**config.mk**
```make
export PLATFORM = sky130hd
export DESIGN_NAME = mod_updown_counter
export DESIGN_NICKNAME = d
export VERILOG_FILES = /design/src/rtl/mod_updown_counter.sv
export SDC_FILE = /design/constraint.sdc
export NUM_CORES = 1
export LEC_CHECK = 0
export CORE_AREA = 2 2 39 41
export CTS_CLUSTER_DIAMETER = 150
export DETAILED_ROUTE_END_ITERATION = 7
export DIE_AREA = 0 0 41 43
export SYNTH_ARGS = -nofsm -noshare
export SYNTH_HDL_FRONTEND = slang
export SYNTH_SLANG_ARGS = --single-unit
```
**constraint.sdc**
```tcl
create_clock -name clk -period 1.8 [get_ports clk]
set_input_delay 0.36 -clock clk [delete_from_list [all_inputs] [get_ports clk]]
set_output_delay 0.36 -clock clk [all_outputs]
set_load 0.01 [all_outputs]
```
**src/rtl/mod_updown_counter.sv**
```systemverilog
// Synchronous up/down counter with modulus, prescaler, parallel load and wrap/saturate modes.
// Every state bit changes on the same rising edge; wrap_out is a registered clock-enable pulse.
module mod_updown_counter #(
    parameter int WIDTH    = 4,
    parameter int MODULUS  = 16,
    parameter int PRESCALE = 1,
    parameter int SATURATE = 0
) (
    input  logic             clk,
    input  logic             reset,
    input  logic             en,
    input  logic             up,
    input  logic             clear,
    input  logic             load,
    input  logic [WIDTH-1:0] load_val,
    output logic [WIDTH-1:0] q,
    output logic             tc,
    output logic             wrap_out,
    output logic             sat
);

    localparam int PW = (PRESCALE > 1) ? $clog2(PRESCALE) : 1;
    // MODULUS itself may not fit in WIDTH bits, so every bound test uses MODULUS-1.
    localparam logic [WIDTH-1:0] Q_MAX   = WIDTH'(MODULUS - 1);
    localparam logic [PW-1:0]    PRE_MAX = PW'(PRESCALE - 1);

    logic [PW-1:0]    pre_cnt;
    logic             step;
    logic             at_bound;
    logic [WIDTH-1:0] q_step;

    assign step     = en && (pre_cnt == PRE_MAX);
    assign at_bound = up ? (q == Q_MAX) : (q == '0);
    assign tc       = at_bound;

    // NOTE: always_comb assigns a default first so no path leaves q_step unassigned (no latch).
    always_comb begin
        q_step = up ? q + WIDTH'(1) : q - WIDTH'(1);
        if (at_bound) begin
            q_step = up ? '0 : Q_MAX;
        end
    end

    // NOTE: sequential state uses non-blocking assignments so all registers update together.
    always_ff @(posedge clk or negedge reset) begin
        if (!reset) begin
            q        <= '0;
            pre_cnt  <= '0;
            wrap_out <= 1'b0;
            sat      <= 1'b0;
        end else if (clear) begin
            q        <= '0;
            pre_cnt  <= '0;
            wrap_out <= 1'b0;
            sat      <= 1'b0;
        end else if (load) begin
            q        <= (load_val > Q_MAX) ? Q_MAX : load_val;
            pre_cnt  <= '0;
            wrap_out <= 1'b0;
            sat      <= 1'b0;
        end else begin
            wrap_out <= 1'b0;
            if (en) begin
                pre_cnt <= (pre_cnt == PRE_MAX) ? '0 : pre_cnt + PW'(1);
            end
            if (step) begin
                if (!at_bound) begin
                    q <= q_step;
                end else if (SATURATE != 0) begin
                    sat <= 1'b1;
                end else begin
                    q        <= q_step;
                    wrap_out <= 1'b1;
                end
            end
        end
    end

endmodule

```
======== Yosys cells after proc, flatten, opt, wreduce, memory -nomap -nowiden ========
Cells that the tools add are included.
operators by class
  eq/ne operators ......................... 1
  bitwise logic cells ..................... 1
  divide/modulo/power cells ............... 0
  shift-type cells ........................ 0
  $mul .................................... 0
  muxes and demuxes ....................... 18
  add/subtract/negate cells ............... 3
  magnitude comparators ................... 1
  reductions and logical operators ........ 5
operator list
  cell                                                   count
  2-to-1 mux 4 bit                                       7
  2-to-1 mux 1 bit                                       11
  nonzero test 3 bit                                     2
  adder 4 x 1 -> 4 bit (second input constant)           1
  equality test 4 bit (second input constant)            1
  greater-than comparator 4 bit (second input constant)  1
  zero test 4 bit                                        1
  subtractor 4 x 1 -> 4 bit (second input constant)      1
  nonzero test 2 bit                                     1
  adder 1 bit (second input constant)                    1
  logical AND 1 bit                                      1
  inverter 1 bit                                         1
storage, ports and cells
  bits in latches ......................... 0
  output and inout bits ................... 7
  register bits ........................... 7
  bits in writable memories ............... 0
  memories ................................ 0
  bits of input ports ..................... 10
  ROM bits ................................ 0

======== Logic depth before layout (Yosys ltp) ========
  word-level depth ........................ 6
  gate-level depth with buffers ........... 6
  mapped depth without buffers ............ 6

======== Worst setup path before layout ========
OpenSTA, ideal clock, no wires.
  path type ............................... register to output
  start ................................... register q[1]
  end ..................................... output port tc
  setup slack ............................. 0.197 ns
  cell stages (with the launch flop) ...... 4
  required time ........................... 1.440 ns
  data arrival time ....................... 1.243 ns
  buffers on the path ..................... 0
  cells stage by stage .................... dfrtp_1 or4_4 nand2b_4 nand2_1
on the way
  word-level cells in the longest chain between the ends .. 2
  elaborated cells between the ends (all ways) .. 3
ends and longest elaborated chain
  item                                                    line  source
  start, declared                                         16    output logic [WIDTH-1:0] q,
  start signal, assigned                                  57    q <= (load_val > Q_MAX) ? Q_MAX : load_val;
  start signal, assigned                                  68    q <= q_step;
  start signal, assigned                                  72    q <= q_step;
  equality test 4 bit or zero test 4 bit (tied branches)  33    assign at_bound = up ? (q == Q_MAX) : (q == '0);
  2-to-1 mux 1 bit (*)                                    33
  end, declared                                           17    output logic tc,
Mark *: on every way between the ends. The rest lies on a longest branch, timed or not.

======== Worst setup path after layout ========
  start ................................... register q[2]
  end ..................................... output port tc
Same word-level chain as after synthesis.

==> metrics.md <==
| Metric | Value |
|---|---|
| Post-Syn Nets | 61 |
| Leakage | 0.000317 µW |
| Hold Path Class | primary input to async pin |
| WS Path Type | flip-flop to output port |
| Cell Count, Final, Fillers Out | 91 |
| Fin crit period | 1.84 ns |
| Initial core utilization | 30.4% |
| Post-Place Cells | 86 |
| Yosys warns | 0 |
| Die W | 41 µm |
| Reg-to-reg critical path endpoint | q[1] |
| Worst setup margin | -0.0376 ns |
| GRT overflow | 0 |
| Fin area | 673 µm² |
| Pre-Repair DR Iteration Count | 4 |
| Largest cells by area after synthesis | dfrtp_1 (30%), a21oi_1 (6.0%), ha_1 (6.0%), fa_1 (4.8%), inv_1 (4.5%) |
| CTS tree | built |
| Area of the multi-input gates | 262 µm² |
| Slew Limit Fails | 0 |
| Placed Area | 643 µm² |
| DRC Markers | 0 |
| Yosys top cell by area | dfrtp_1 |
| Worst vdd ir | 0.474 mV |
| Total power divided by cell area | 623 nW/µm² |
| Cell count after synthesis | 48 |
| Final Hold Fails | 0 |
| Cell area after synthesis | 420 µm² |
| Cell row count | 14 |
| CP Launch Type | flip-flop |
| Path depth of the worst reg2reg path | 5 |
| Post-CTS Hold Buffers | 0 |
| Status | finished with violations |
| Inserted Clock Buffers | 3 |
| F_max | 544 MHz |
| Post-DR wirelength/cell | 11.4 µm |
| Share of the synthesized area in the top cell type | 29.8% |
| Nets@finish | 89 |
| R2r startpoint | q[0] |
| ANT nets after route | 0 |
| Die area | 1760 µm² |
| Min Hold Slack | 0.328 ns |
| Port-buffer cells | 15 |
| Clk buf depth | 2 |
| Clock Pin Slew Worst Setup and Hold Paths | 0.05 ns |
| ANT cells | 0 |
| R2R setup slack | 0.16 ns |
| Pin count of the biggest net entering global routing | 11 |
| IO Pins | 17 |
| Avg Cell Area, Syn | 8.76 µm² |
| GRT Overall Usage | 16.3% |
| Synth Register Bits | 5 |
| Layout cells sized above 1 | 28.0% |
| First-pass GRT wire length | 1890 µm |
| Root buf cell | clkbuf_4 |
| Layout area overhead | 60.1% |
| Clock Latency Late Sink | 0.25 ns |
| Period Utilization, post-route | 102% |
| Core Region | 1380 µm² |
| Drt initial violations | 7 |
| Final setup vio count | 1 |
| Initial antenna violation count | 0 |
| Max cap viols | 0 |
| H-tree depth | 1 |
| Worst Skew | 0.00563 ns |
| Fill count | 142 |
| Vias per cell | 4.82 |
| Final core utilization | 48.6% |
| CP Data Required Time | 1.44 ns |
| Seq. cell area | 126 µm² |
| CP Capture Type | output port |
| HPWL after DPL | 856 µm |
| GPL Wtd Cong | 0.751 |
| Failing checks | negative setup slack |
| Post-Route WL | 1040 µm |
| Vert. Die Dim | 43 µm |
| Vias in the first global route | 457 |
| Via count | 439 |
| Worst path arrival time | 1.48 ns |
| Sink Count | 5 |
| Tot Pwr | 420 µW |
| Unique masters post-synth | 25 |
| Crit Path Max Fanout | 2 |
| Seq/Total Area, Yosys | 29.8% |
| RSZ-0062 raised after global routing | true |
worst max-delay path by stage:
stage | start | cells past startpoint | slack [ns] | endpoint
finish | q[2] | 4 | -0.04 | tc
global route | q[2] | 4 | -0.09 | tc
CTS | q[2] | 4 | -0.05 | tc
detailed placement | up | 5 | -0.51 | tc
global placement | up | 5 | -0.49 | tc
floorplan | q[1] | 3 | 0.20 | tc
layout make-up:
cell class	count	area share, %
multi-input cells	36	38.8
repair buffers	25	32.5
flip-flops and latches	5	18.8
clock buffers	3	3.35
well taps	16	2.97
inverters	5	2.79
clock inverters	1	0.743
what timing repair did:
| item | in CTS | in global routing |
|---|---|---|
| setup endpoints to repair | 3 | 2 |
| gates resized for setup | 5 | 1 |
| pin swaps | 1 | 0 |
| buffers inserted | 1 | 0 |
metrics by stage:
stage	TNS, ns	setup WS (ns)
finish	-0.0376	-0.0376
global placement	-1.17	-0.487
floorplan	0	0.197
global route	-0.0911	-0.0911
detailed placement	-1.29	-0.511
CTS	-0.0496	-0.0496
cell usage in the layout (no fill, tap or decap), types with 2 or more instances in the layout:
cell type / netlist / routed
a21oi_1: 5 / 5
buf_4: 2 / 10
clkbuf_4: 0 / 3
clkdlybuf4s50_1: 0 / 13
dfrtp_1: 5 / 4
ha_1: 2 / 2
inv_1: 5 / 5
nand2_1: 3 / 3
nor2_1: 3 / 3
nor3_1: 2 / 2
o21ai_0: 3 / 3
xnor2_1: 2 / 2
xor2_1: 2 / 2
logic make-up after synthesis:
family / Yosys count / share of synthesized area, %
adder cells (fa/ha/maj): 3 / 10.7
XOR/XNOR: 4 / 8.33
flip-flops: 5 / 29.8
buffers and inverters: 7 / 8.04
AO/OA/AOI/OAI: 13 / 20.2
other: 1 / 0.892
AND/OR/NAND/NOR: 15 / 22.0
per-layer routing:
layer  vias to the layer above  GRT usage, %  share of wire (%)
li1                        217             -                  -
met5                         -             0                  0
met3                         4          7.85                6.2
met4                         0          6.00                1.6
met1                       205          20.4                 45
met2                        13          23.4                 47
state kept, by name (all words and copies together), names as in the netlist:
signal    flops
q             4
wrap_out      1
synth_stat cells:
cell      n
nor2b_1   1
nor3b_1   1
a221oi_2  1
and4_2    1
nand2b_4  1
xor2_1    2
nand2b_1  1
or4_4     1
nand3_1   1
inv_1     5
dfrtp_1   5
buf_4     2
a21o_1    1
a21oi_1   5
conb_1    1
nor2_1    3
xnor2_1   2
nor3_1    2
nand2_1   3
a31oi_1   1
a21oi_2   1
o21ai_0   3
a211oi_1  1
ha_1      2
fa_1      1
critical path, stage by stage (launching register included):
cell	delay, ns
dfrtp_1	0.37
or4_4	0.54
nand2b_4	0.15
nand2_1	0.05
buf_2	0.12
power breakdown:
group	leakage [µW]	internal, µW	switching (µW)
sequential	0.0000643	121	6.86
combinational	0.000235	89.5	69.4
clock	0.0000177	80.7	52.2
total	0.000317	291	128
Power figures use the tool's default switching activity.
